$ cat src/rtl/wb_arbiter.sv
// Write-back arbiter: link > mem > alu requests funnel into a 4-entry FIFO that drains one
// register-file write per cycle. Define WB_PENDING_EN to add the qReg/qPending hazard query.
module wb_arbiter (
    input  logic        clk,
    input  logic        rst,
    input  logic        linkValid,
    input  logic [31:0] linkData,
    output logic        linkReady,
    input  logic        memValid,
    input  logic [4:0]  memReg,
    input  logic [31:0] memData,
    output logic        memReady,
    input  logic        aluValid,
    input  logic [4:0]  aluReg,
    input  logic [31:0] aluData,
    output logic        aluReady,
    output logic        regWrite,
    output logic [4:0]  writeReg,
    output logic [31:0] writeData
`ifdef WB_PENDING_EN
    ,
    input  logic [4:0]  qReg,
    output logic        qPending
`endif
);

    localparam logic [4:0] LinkReg = 5'd31;

    typedef struct packed {
        logic [4:0]  rd;
        logic [31:0] data;
    } entry_t;

    entry_t     fifoMem [4];
    logic [2:0] countQ, countD;
    logic [1:0] rdPtrQ, rdPtrD;
    logic [1:0] wrPtrQ, wrPtrD;

    logic   pop;
    logic   space;
    logic   accept;
    logic   push;
    entry_t pushEntry;

    // The head drains on every edge it exists, so a full FIFO always frees a slot.
    assign pop   = !rst && (countQ != 3'd0);
    assign space = (countQ < 3'd4) || pop;

    always_comb begin
        linkReady = 1'b0;
        memReady  = 1'b0;
        aluReady  = 1'b0;
        if (!rst && space) begin
            if (linkValid) begin
                linkReady = 1'b1;
            end else if (memValid) begin
                memReady = 1'b1;
            end else if (aluValid) begin
                aluReady = 1'b1;
            end
        end
    end

    always_comb begin
        pushEntry = '{rd: aluReg, data: aluData};
        if (linkReady) begin
            pushEntry = '{rd: LinkReg, data: linkData};
        end else if (memReady) begin
            pushEntry = '{rd: memReg, data: memData};
        end
    end

    // Writes to r0 complete the handshake but are never queued.
    assign accept = linkReady || memReady || aluReady;
    assign push   = accept && (pushEntry.rd != 5'd0);

    always_comb begin
        countD = countQ + {2'b00, push} - {2'b00, pop};
        wrPtrD = wrPtrQ + {1'b0, push};
        rdPtrD = rdPtrQ + {1'b0, pop};
    end

    always_ff @(posedge clk) begin
        if (rst) begin
            countQ    <= 3'd0;
            rdPtrQ    <= 2'd0;
            wrPtrQ    <= 2'd0;
            regWrite  <= 1'b0;
            writeReg  <= 5'd0;
            writeData <= 32'd0;
        end else begin
            countQ   <= countD;
            rdPtrQ   <= rdPtrD;
            wrPtrQ   <= wrPtrD;
            regWrite <= pop;
            if (pop) begin
                writeReg  <= fifoMem[rdPtrQ].rd;
                writeData <= fifoMem[rdPtrQ].data;
            end
        end
    end

    always_ff @(posedge clk) begin
        if (push) begin
            fifoMem[wrPtrQ] <= pushEntry;
        end
    end

`ifdef WB_PENDING_EN
    logic       fifoHit;
    logic [1:0] slot;

    // Scan only the occupied slots, starting from the head.
    always_comb begin
        fifoHit = 1'b0;
        slot    = 2'd0;
        for (int i = 0; i < 4; i++) begin
            slot = rdPtrQ + 2'(i);
            if ((3'(i) < countQ) && (fifoMem[slot].rd == qReg)) begin
                fifoHit = 1'b1;
            end
        end
    end

    assign qPending = (qReg != 5'd0) && (fifoHit || (regWrite && (writeReg == qReg)));
`endif

endmodule

$ cat config.mk
export PLATFORM = sky130hd
export DESIGN_NAME = wb_arbiter
export DESIGN_NICKNAME = d
export VERILOG_FILES = /design/src/rtl/wb_arbiter.sv
export SDC_FILE = /design/constraint.sdc
export NUM_CORES = 1
export LEC_CHECK = 0
export CORE_MARGIN = 4
export CORE_UTILIZATION = 56
export DETAILED_ROUTE_END_ITERATION = 8
export PLACE_DENSITY_LB_ADDON = 0.3
export RECOVER_POWER = 25
export SYNTH_ARGS = -nofsm -noshare
export SYNTH_HDL_FRONTEND = slang
export SYNTH_SLANG_ARGS = --single-unit
$ cat constraint.sdc
create_clock -name clk -period 8.6 [get_ports clk]
set_input_delay 0.86 -clock clk [delete_from_list [all_inputs] [get_ports clk]]
set_output_delay 0.86 -clock clk [all_outputs]
set_load 0.02 [all_outputs]
==> summary.txt, run 1 <==
=================================================================================================================
Result of the run                                                                                    finished with violations
Failing checks                                                                                       max-capacitance violations, max-slew violations
RR Startpoint                                                                                        rdPtrQ[0]$_SDFF_PP0_
Count of vias placed by the detailed router                                                                 4,884
Number of nets produced by synthesis                                                                          641
Post-detailed-route DRC marker count                                                                            0
GRT Util Overall                                                                                           0.2216
Number of H-tree branching levels                                                                               4
Share of layout cells above drive strength 1                                                               0.1188
Synth Area in Compound Gates                                                                              0.04963
Syn Inst Count                                                                                                525
Count of TritonRoute iterations in the first routing pass                                                       5
Clock transition at the registers of the reported paths                                                   0.06 ns
Fraction of the core area covered by cells at the end of the flow                                          0.7291
Internal power                                                                                           1.993 mW
Primary flip-flop cell chosen by synthesis mapping                                                   sky130_fd_sc_hd__edfxtp_1
Area growth syn-to-layout                                                                                  28.17%
WP data required                                                                                          7.74 ns
Cell count of the worst reg-to-reg path                                                                         4
Antenna diodes                                                                                                  0
Simple-gate portion of the synthesized area                                                               0.08288
Maximum number of pins on one net before global-route repair                                                   67
Switching power as a share of total power                                                                  0.2934
Die Wd                                                                                                   126.5 µm
Initial antenna violation count                                                                                 0
Post-detailed-route via-to-cell ratio                                                                       5.666
Arithmetic-cell share of the synthesized area counting full adders, half adders and majority gates       0.008909
R2r setup slk                                                                                             5.09 ns
Slew Limit Fails                                                                                              102
Effective utilization at floorplan                                                                         0.5688
Wire length of the first global-routing pass                                                             26.90 mm
Total number of clock tree sinks                                                                              193
Post-synthesis cell area                                                                             0.007865 mm²
Main combinational cell family by area after synthesis                                               multiplexers
Total wire length after detailed routing                                                                 17.21 mm
Synthesized flop and latch total                                                                              193
Power share of the clock group                                                                              0.300
Pleak                                                                                                    3.432 nW
Count of unique library cells instantiated by Yosys                                                            31
Ports placed on the boundary                                                                                  152
Longest individual stage delay on the worst path                                                          2.11 ns
Starting DRC count in detailed routing                                                                        370
Fin crit period                                                                                          5.886 ns
Final setup violation count                                                                                     0
Startpoint type of the worst setup path                                                              primary input
Worst hold-check path type                                                                                reg2reg
Count of synthesis-stage warnings from yosys                                                                    0
Grt total ovfl                                                                                                  0
Mux share of post-synthesis cell area                                                                      0.1479
Number of max-capacitance violations reported                                                                   3
Detail Placement HPWL                                                                                    10.84 mm
Std cell rows                                                                                                  43
Tightest slew margin relative to the limit                                                                -0.9438
Tightest Pin Transition                                                                                  2.916 ns
Period Utilization, post-route                                                                             0.6844
Unrepaired setup endpoints after global routing                                                             false
Share of total power in sequential cells                                                                    0.430
Number of cells on the worst hold path                                                                          2
Setup crit end kind                                                                                   output port
Combinational fraction of design power                                                                      0.271
Share of synthesized flip-flops with an asynchronous set or reset                                               0
NumNets Final                                                                                                 785
Number of global-route vias before repair                                                                   5,102
Dominant cells by area after synthesis                                                               sky130_fd_sc_hd__edfxtp_1, sky130_fd_sc_hd__dfxtp_1, sky130_fd_sc_hd__mux4_2
Final hold violation count                                                                                      0
Synth Area in XOR/XNOR                                                                                   0.004454
Crit Path Max Fanout                                                                                           37
Leading area contributor after synthesis                                                             sky130_fd_sc_hd__edfxtp_1
Number of input and output port buffers inserted                                                              151
Die Height                                                                                               126.5 µm
Root Buffer Master                                                                                   sky130_fd_sc_hd__clkbuf_16
Avg Inst Size Synth                                                                                     14.98 µm²
Launching instance or port of the critical path                                                         linkValid
Clock latency at the later pin of the worst-skew pair                                                     0.43 ns
Top cell type's share of synthesized area                                                                  0.5651
Net switching power figure                                                                              0.8273 mW
Path type of the worst setup path                                                                          in2out
PD cells                                                                                             279.7 mW/mm²
Sequential element share of the synthesized area                                                           0.6796
Worst hold path startpoint                                                                           writeData[28]$_SDFFE_PP0P_
Maximum clock rate                                                                                      169.9 MHz
Highest-delay cell along the critical path                                                           sky130_fd_sc_hd__clkbuf_1
TritonCTS clock tree                                                                                        built
Number of enable-type register cells in the synthesized netlist                                               148
Total negative setup slack                                                                                   0 ns
Core Footprint                                                                                        0.01383 mm²
Critical path arrival                                                                                     5.03 ns
Full die area                                                                                         0.01600 mm²
Number of resized instances in the post-cts repair step                                                         0
Number of buffers between clock root and the deepest sink                                                       2
Number of buffers created by CTS                                                                               17
Post-Route Skew                                                                                        0.01117 ns
Final antenna-violating net count                                                                               0
Routability congestion estimate                                                                            0.7518
Number of buffers added to fix hold violations after cts                                                        0
Wirelength per Cell                                                                                      19.97 µm
Worst path cell trace                                                                                dlygate4sd3_1 > nor3b_1 > clkbuf_1 > clkdlybuf4s50_1
Max VDD drop                                                                                             196.2 µV
Setup bufs post-CTS                                                                                             0
=================================================================================================================
-- logic make-up (layout without fill, tap and decap cells) --
| group | Yosys count | count (layout) |
|---|---|---|
| AND/OR/NAND/NOR | 143 | 143 |
| AO/OA/AOI/OAI | 72 | 72 |
| XOR/XNOR | 4 | 4 |
| adder cells (fa/ha/maj) | 5 | 5 |
| buffers and inverters | 38 | 195 |
| flip-flops | 193 | 193 |
| multiplexers | 70 | 70 |
-- stage by stage --
| stage | instances | total power [mW] | instance area, µm² | hold WS (ns) | setup WS [ns] |
|---|---|---|---|---|---|
| CTS | 862 | 2.876 | 10150 | 0.4520 | 4.478 |
| global placement | 830 | 2.002 | 9510 | 0.4392 | 4.312 |
| finish | 862 | 2.820 | 10080 | 0.4457 | 2.714 |
| global route | 862 | 2.954 | 10080 | 0.4716 | 2.556 |
| floorplan | 525 | 1.711 | 7865 | 0.5287 | 3.681 |
| detailed placement | 830 | 2.030 | 9510 | 0.4434 | 4.171 |
-- power groups by stage --
stage	clock network, mW	registers, mW	logic [mW]
finish	0.846	1.21	0.763
detailed placement	0	1.24	0.794
CTS	0.857	1.22	0.800
global placement	0	1.23	0.773
floorplan	0	1.28	0.427
global route	0.894	1.23	0.833
-- registers in the layout, indices dropped and copies added, names as in the netlist --
register	cells
rdPtrQ	2
writeData	32
regWrite	1
countQ	3
wrPtrQ	2
fifoMem	148
writeReg	5
-- worst max-delay path: cells and delay by family --
| family | cells | cell delay, ns |
|---|---|---|
| buffers and inverters | 3 | 3.77 |
| AND/OR/NAND/NOR | 1 | 0.38 |
-- worst paths after layout --
path | end
worst max-delay path | memReady
worst min-delay path | writeData[28]$_SDFFE_PP0P_
worst max register to register | writeReg[3]$_SDFFE_PP0P_
worst min register to register | writeData[28]$_SDFFE_PP0P_
-- layout make-up --
cell class | instances | area (µm²)
Sequential cell | 193 | 5346
Fill cell | 854 | 3746
Multi-Input combinational cell | 294 | 2293
Timing Repair Buffer | 160 | 1563
Clock buffer | 18 | 429.2
Tap cell | 180 | 225.2
Clock inverter | 14 | 212.7
Inverter | 3 | 11.26
-- synth_stat cells (2+ instances only) --
library cell               number
sky130_fd_sc_hd__mux4_2        37
sky130_fd_sc_hd__mux2i_1       33
sky130_fd_sc_hd__nor3b_1        2
sky130_fd_sc_hd__nor3_2         3
sky130_fd_sc_hd__edfxtp_1     148
sky130_fd_sc_hd__nor3_1         6
sky130_fd_sc_hd__inv_1          3
sky130_fd_sc_hd__nor2b_1        9
sky130_fd_sc_hd__o21ai_0        5
sky130_fd_sc_hd__dfxtp_1       45
sky130_fd_sc_hd__nor2_1        10
sky130_fd_sc_hd__nor4b_2        2
sky130_fd_sc_hd__nand2_1      107
sky130_fd_sc_hd__buf_6          5
sky130_fd_sc_hd__xnor2_1        3
sky130_fd_sc_hd__ha_1           4
sky130_fd_sc_hd__buf_4          5
sky130_fd_sc_hd__a21oi_1       37
sky130_fd_sc_hd__o21ai_1       27
sky130_fd_sc_hd__buf_2          7
sky130_fd_sc_hd__a211o_1        2
sky130_fd_sc_hd__clkbuf_1      16
-- cells in the final DEF, fill, tap and decap left out, drive strengths merged --
master,count
edfxtp,148
fa,1
inv,4
o21ai,32
clkdlybuf4s50,111
xnor2,3
dlygate4sd3,39
clkinvlp,3
xor2,1
bufinv,5
o41ai,1
buf,7
mux4,37
dfxtp,45
clkbuf,21
nor3,9
nand2,107
clkinv,5
nor2b,9
a21oi,37
nor2,10
or3,1
mux2i,33
a211o,2
ha,4
nor4b,4
nor3b,3
-- per-layer routing --
| layer | GRT usage | share of wire |
|---|---|---|
| met1 | 0.2719 | 0.39 |
| met4 | 0.07129 | 0.016 |
| met3 | 0.05895 | 0.072 |
| met2 | 0.3848 | 0.52 |
| met5 | 0 | 0 |
No activity file was read; power rests on OpenSTA's default activity.
==> run 2, diff against run 1 <==
--- a/config.mk
+++ b/config.mk
@@ -6,7 +6,7 @@
 export NUM_CORES = 1
 export LEC_CHECK = 0
 export CORE_MARGIN = 4
-export CORE_UTILIZATION = 56
+export CORE_UTILIZATION = 47
 export DETAILED_ROUTE_END_ITERATION = 8
 export PLACE_DENSITY_LB_ADDON = 0.3
 export RECOVER_POWER = 25
==> constraint.sdc (replaced) <==
create_clock -name clk -period 5.01 [get_ports clk]
set_input_delay 0.501 -clock clk [delete_from_list [all_inputs] [get_ports clk]]
set_output_delay 0.501 -clock clk [all_outputs]
set_load 0.02 [all_outputs]
==> summary.txt, run 2 (same netlist as run 1, synthesis figures left out) <==
=====================================================================================
Result of the run                                                        finished with violations
Failing checks                                                           max-capacitance violations, max-slew violations
Antenna diodes                                                                      0   unchanged
Most frequent standard cell in the layout excluding fill and tap cells   sky130_fd_sc_hd__edfxtp_1
Area growth syn-to-layout                                                      28.14%   about the same
Clock latency at the later pin of the worst-skew pair                         0.42 ns   about the same
Sequential cell area in the final layout                                 0.005350 mm²   about the same
Count of TritonRoute iterations in the first routing pass                           5   unchanged
Register name with the most flops                                             fifoMem
Period Utilization, post-route                                                 0.7448
Commonest non-fill, non-tap cells in the layout                          sky130_fd_sc_hd__edfxtp_1, sky130_fd_sc_hd__clkdlybuf4s50_1, sky130_fd_sc_hd__nand2_1, sky130_fd_sc_hd__dfxtp_1, sky130_fd_sc_hd__dlygate4sd3_1
Fin crit period                                                              3.732 ns
Crit Path Max Fanout                                                               39   +5.4%
Post-detailed-route DRC marker count                                                0   unchanged
Tightest Pin Transition                                                      1.971 ns   -0.9452 ns
Critical path arrival                                                         4.03 ns   -1.00 ns
Setup crit end kind                                                          register
Tot Pwr                                                                      4.644 mW   +65%
WP data required                                                              5.31 ns   -2.43 ns
Share of layout cells above drive strength 1                                   0.1245   +0.005683
NumNets Final                                                                     786   +0.13%
Core Footprint                                                            0.01647 mm²   +19%
Min setup slack post-route                                                   1.278 ns   -1.436 ns
Max VDD drop                                                                 363.7 µV   +85%
Number of max-capacitance violations reported                                       1   -2
TritonCTS clock tree                                                            built
Tightest slew margin relative to the limit                                    -0.3137   +0.6301
Final antenna-violating net count                                                   0   unchanged
Final hold violation count                                                          0   unchanged
Worst setup slack before clock tree synthesis                                1.147 ns   -3.024 ns
Maximum clock rate                                                          268.0 MHz
Number of input and output port buffers inserted                                  151   unchanged
Flip-flop count of the largest register, all copies and words added               148   unchanged
GRT Util Overall                                                               0.1820   -0.03954
Number of global-route vias before repair                                       4,868   -4.6%
Clock transition at the registers of the reported paths                       0.06 ns   about the same
Finished Cell Area                                                        0.01008 mm²   about the same
Full die area                                                             0.01887 mm²   +18%
Die Height                                                                   137.4 µm   +8.6%
Final setup violation count                                                         0   unchanged
Wirelength per Cell                                                          18.04 µm   -9.6%
Startpoint type of the worst setup path                                      register
Root Buffer Master                                                       sky130_fd_sc_hd__clkbuf_16
Wire length of the first global-routing pass                                 25.62 mm   -4.8%
Total negative setup slack                                                       0 ns   unchanged
Number of buffers created by CTS                                                   17   unchanged
Initial antenna violation count                                                     1   +1
Number of buffers added to fix hold violations after cts                            0   unchanged
Post-Place Cell Area                                                     0.009572 mm²   +0.64%
Count of vias placed by the detailed router                                     4,712   -3.5%
Number of fillers in the final layout                                           1,214   +42%
Worst hold-check path type                                                    reg2reg
Slew Limit Fails                                                                   40   -61%
Total wire length after detailed routing                                     16.29 mm   -5.3%
Total number of clock tree sinks                                                  193   unchanged
Total area of multi-input combinational cells                            0.002300 mm²   +0.27%
Path type of the worst setup path                                             reg2reg
Effective utilization at floorplan                                             0.4777   -0.09116
Detail Placement HPWL                                                        10.41 mm   -4.0%
Maximum number of pins on one net before global-route repair                       67   unchanged
Starting DRC count in detailed routing                                            297   -20%
Grt total ovfl                                                                      0   unchanged
Pleak                                                                        3.422 nW   -0.29%
Setup bufs post-CTS                                                                 0   unchanged
Post-detailed-route via-to-cell ratio                                           5.218   -7.9%
Number of buffers between clock root and the deepest sink                           2   unchanged
Unrepaired setup endpoints after global routing                                 false
Leading registers by flop count                                          fifoMem x148, writeData x32, writeReg x5
Std cell rows                                                                      47   +9.3%
PD cells                                                                 460.8 mW/mm²   +65%
Die Wd                                                                       137.4 µm   +8.6%
Routability congestion estimate                                                0.7201   -4.2%
Fraction of the core area covered by cells at the end of the flow              0.6121   -0.1170
Ports placed on the boundary                                                      152   unchanged
Number of H-tree branching levels                                                   4   unchanged
Post-Route Skew                                                           0.005163 ns   -0.006006 ns
Number of resized instances in the post-cts repair step                             0   unchanged
=====================================================================================
[run 2: layout make-up]
cell class	count	share of cell area
well taps	220	0.02731
multi-input cells	294	0.2282
inverters	3	0.001117
flip-flops and latches	193	0.5309
clock buffers	21	0.04469
clock inverters	11	0.01130
repair buffers	161	0.1565
[run 2: where the power goes]
part,switching [mW],internal (mW),leakage (nW)
registers,0.184,1.95,1.73
clock network,0.539,0.743,0.278
logic,0.648,0.584,1.41
total,1.37,3.27,3.42
[run 2: critical path, cell delays in order (launching register included)]
cell and delay (ns):
sky130_fd_sc_hd__dfxtp_1 0.37, sky130_fd_sc_hd__nor3_2 0.18, sky130_fd_sc_hd__clkbuf_1 1.43, sky130_fd_sc_hd__nor2_1 0.21, sky130_fd_sc_hd__ha_1 0.40, sky130_fd_sc_hd__inv_1 0.07
sky130_fd_sc_hd__ha_1 0.14, sky130_fd_sc_hd__inv_1 0.05, sky130_fd_sc_hd__fa_1 0.38, sky130_fd_sc_hd__xor2_1 0.18, sky130_fd_sc_hd__xnor2_1 0.15, sky130_fd_sc_hd__nor2_1 0.06
[run 2: worst paths after layout]
| kind | start | endpoint | slack, ns | depth (start not counted) |
|---|---|---|---|---|
| setup / recovery | countQ[1]$_SDFF_PP0_ | countQ[2]$_SDFF_PP0_ | 1.28 | 11 |
| hold / removal | writeData[10]$_SDFFE_PP0P_ | writeData[10]$_SDFFE_PP0P_ | 0.45 | 2 |
| setup reg to reg | countQ[1]$_SDFF_PP0_ | countQ[2]$_SDFF_PP0_ | 1.28 | 11 |
| hold reg to reg | writeData[10]$_SDFFE_PP0P_ | writeData[10]$_SDFFE_PP0P_ | 0.45 | 2 |
[run 2: per-layer routing]
metal | wire length [µm] | up-vias | track usage | share of wire
li1 | - | 2247 | - | -
met1 | 6696 | 2266 | 0.2313 | 0.41
met2 | 8210 | 179 | 0.3128 | 0.50
met3 | 1215 | 18 | 0.04785 | 0.075
met4 | 164 | 2 | 0.04601 | 0.010
met5 | 7 | - | 0 | 0.00043
[run 2: through the flow]
step | cells | hold slack [ns]
5_1_grt | 903 | 0.4651
3_5_place_dp | 871 | 0.4447
2_1_floorplan | 525 | 0.5287
3_3_place_gp | 871 | 0.4432
4_1_cts | 903 | 0.4531
6_report | 903 | 0.4476
==> run 3, diff against run 2 <==
==> constraint.sdc (replaced) <==
create_clock -name clk -period 3.3 [get_ports clk]
set_input_delay 0.33 -clock clk [delete_from_list [all_inputs] [get_ports clk]]
set_output_delay 0.33 -clock clk [all_outputs]
set_load 0.02 [all_outputs]
==> summary.txt, run 3 (same netlist as run 1, synthesis figures left out) <==
=====================================================================================
Leading registers by flop count                                          fifoMem x148, writeData x32, writeReg x5
Flip-flop count of the largest register, all copies and words added               148   unchanged
Crit Path Max Fanout                                                               37   -5.1%
Longest individual stage delay on the worst path                              0.87 ns   -0.56 ns
Post-Place Cell Area                                                     0.009620 mm²   +0.51%
Total wire length after detailed routing                                     16.26 mm   -0.22%
Most frequent standard cell in the layout excluding fill and tap cells   sky130_fd_sc_hd__edfxtp_1
Fin crit period                                                              2.979 ns
TritonCTS clock tree                                                            built
Number of H-tree branching levels                                                   4   unchanged
Count of placed standard cells including taps                                     875   +0.46%
Critical path arrival                                                         3.01 ns   -1.02 ns
Path type of the worst setup path                                              in2reg
Number of resized instances in the post-cts repair step                             0   unchanged
Wirelength per Cell                                                          17.94 µm   -0.55%
Number of buffers added to fix hold violations after cts                            0   unchanged
Finished Cell Area                                                        0.01013 mm²   +0.56%
Number of buffers between clock root and the deepest sink                           2   unchanged
WP data required                                                              3.33 ns   -1.98 ns
Tightest slew margin relative to the limit                                    -0.2526   +0.06108
Root Buffer Master                                                       sky130_fd_sc_hd__clkbuf_16
Antenna diodes                                                                      0   unchanged
R2r setup slk                                                                 0.79 ns   -0.49 ns
Full die area                                                             0.01887 mm²   unchanged
Worst hold-check path type                                                     in2reg
Slew Limit Fails                                                                   39   -2.5%
GRT Util Overall                                                               0.1814   -0.0006639
Tightest Pin Transition                                                      1.879 ns   -0.09162 ns
Startpoint type of the worst setup path                                  primary input
Post-detailed-route via-to-cell ratio                                           5.171   -0.90%
Share of layout cells above drive strength 1                                   0.1254   +0.0009135
Period Utilization, post-route                                                 0.9027
Register name with the most flops                                             fifoMem
Setup bufs post-CTS                                                                 0   unchanged
Number of input and output port buffers inserted                                  151   unchanged
Die Height                                                                   137.4 µm   unchanged
Total number of clock tree sinks                                                  193   unchanged
Number of buffers created by CTS                                                   17   unchanged
Std cell rows                                                                      47   unchanged
Maximum number of pins on one net before global-route repair                       39   -42%
Failing checks                                                           max-capacitance violations, max-slew violations
Die Wd                                                                       137.4 µm   unchanged
Area growth syn-to-layout                                                      28.86%
Number of global-route vias before repair                                       4,948   +1.6%
Grt total ovfl                                                                      0   unchanged
Initial antenna violation count                                                     0   -1
Post-detailed-route DRC marker count                                                0   unchanged
Cell Count, Final, Fillers Out                                                    906   +0.33%
Maximum clock rate                                                          335.7 MHz
Count of TritonRoute iterations in the first routing pass                           4   -1
Final hold violation count                                                          0   unchanged
Post-Route Skew                                                           0.006876 ns   +0.001713 ns
Setup crit end kind                                                          register
Tot Pwr                                                                      7.046 mW   +52%
PD cells                                                                 695.3 mW/mm²   +51%
Wire length of the first global-routing pass                                 25.63 mm   about the same
NumNets Final                                                                     790   +0.51%
Final setup violation count                                                         0   unchanged
Pleak                                                                        3.435 nW   +0.39%
Core Footprint                                                            0.01647 mm²   unchanged
Routability congestion estimate                                                0.7324   +1.7%
Unrepaired setup endpoints after global routing                                 false
Clock latency at the later pin of the worst-skew pair                         0.42 ns   about the same
Total negative setup slack                                                       0 ns   unchanged
Detail Placement HPWL                                                        10.61 mm   +2.0%
Max VDD drop                                                                 393.8 µV   +8.3%
Count of vias placed by the detailed router                                     4,685   -0.57%
Starting DRC count in detailed routing                                            346   +16%
Result of the run                                                        finished with violations
Effective utilization at floorplan                                             0.4777   unchanged
Number of max-capacitance violations reported                                       1   unchanged
Highest-delay cell along the critical path                               sky130_fd_sc_hd__nor2_4
Final antenna-violating net count                                                   0   unchanged
Worst path cell trace                                                    clkdlybuf4s50_1 > nor4b_1 > nor3_1 > o41ai_4 > buf_4 > nor2_4
Ports placed on the boundary                                                      152   unchanged
Commonest non-fill, non-tap cells in the layout                          sky130_fd_sc_hd__edfxtp_1, sky130_fd_sc_hd__clkdlybuf4s50_1, sky130_fd_sc_hd__nand2_1, sky130_fd_sc_hd__dfxtp_1, sky130_fd_sc_hd__dlygate4sd3_1
Clock transition at the registers of the reported paths                       0.06 ns   about the same
=====================================================================================
## run 3: changes by cell type in the layout (fill, tap and decap cells not counted), moves of 2 or more
cell                       before  now
sky130_fd_sc_hd__nor3b_4        0    3
sky130_fd_sc_hd__clkinv_4       2    0
sky130_fd_sc_hd__clkinv_2       5    0
sky130_fd_sc_hd__buf_4          9   13
sky130_fd_sc_hd__clkbuf_1       4    7
sky130_fd_sc_hd__nor3b_2        2    0
## run 3: worst paths after layout
check                            from                         end  cells past startpoint
min                               rst  writeData[21]$_SDFFE_PP0P_                      2
max reg2reg      countQ[1]$_SDFF_PP0_  writeData[19]$_SDFFE_PP0P_                      4
min reg2reg  writeReg[2]$_SDFFE_PP0P_    writeReg[2]$_SDFFE_PP0P_                      2
max                          memValid    fifoMem[3][23]$_DFFE_PP_                      6
## run 3: power breakdown
part	total (mW)	leakage, nW	internal (mW)	switching [mW]
registers	3.22	1.73	2.95	0.274
logic	1.88	1.44	0.893	0.989
clock network	1.94	0.263	1.15	0.792
total	7.05	3.43	4.99	2.05
## run 3: layout make-up
cell class / instances / area, µm²
Inverter: 3 / 11.26
Timing Repair Buffer: 165 / 1608
Clock buffer: 25 / 475.5
Tap cell: 220 / 275.3
Clock inverter: 6 / 82.58
Fill cell: 1227 / 6331
Multi-Input combinational cell: 294 / 2335
Sequential cell: 193 / 5348
## run 3: worst max-delay path, delay by kind of cell
family	cells	cell delay, ns
AND/OR/NAND/NOR	3	1.73
AO/OA/AOI/OAI	1	0.15
buffers and inverters	2	0.76
## run 3: layer usage
metal	vias to the layer above	share of wire	global-route usage	wire length [µm]
met2	171	0.49	0.2997	8003
met5	-	0	0	0
met1	2254	0.42	0.2386	6877
met4	0	0.0063	0.05765	103
met3	7	0.078	0.04383	1273
li1	2253	-	-	-
## run 3: metrics by stage
step                hold WS [ns]  setup WS [ns]  utilization
floorplan                 0.5289         0.1419            -
global placement          0.4409        0.08701       0.5843
detailed placement        0.4468        0.07713       0.5843
CTS                       0.3667         0.3507       0.6182
global route              0.3679         0.1824       0.6155
finish                    0.3616         0.3211       0.6155
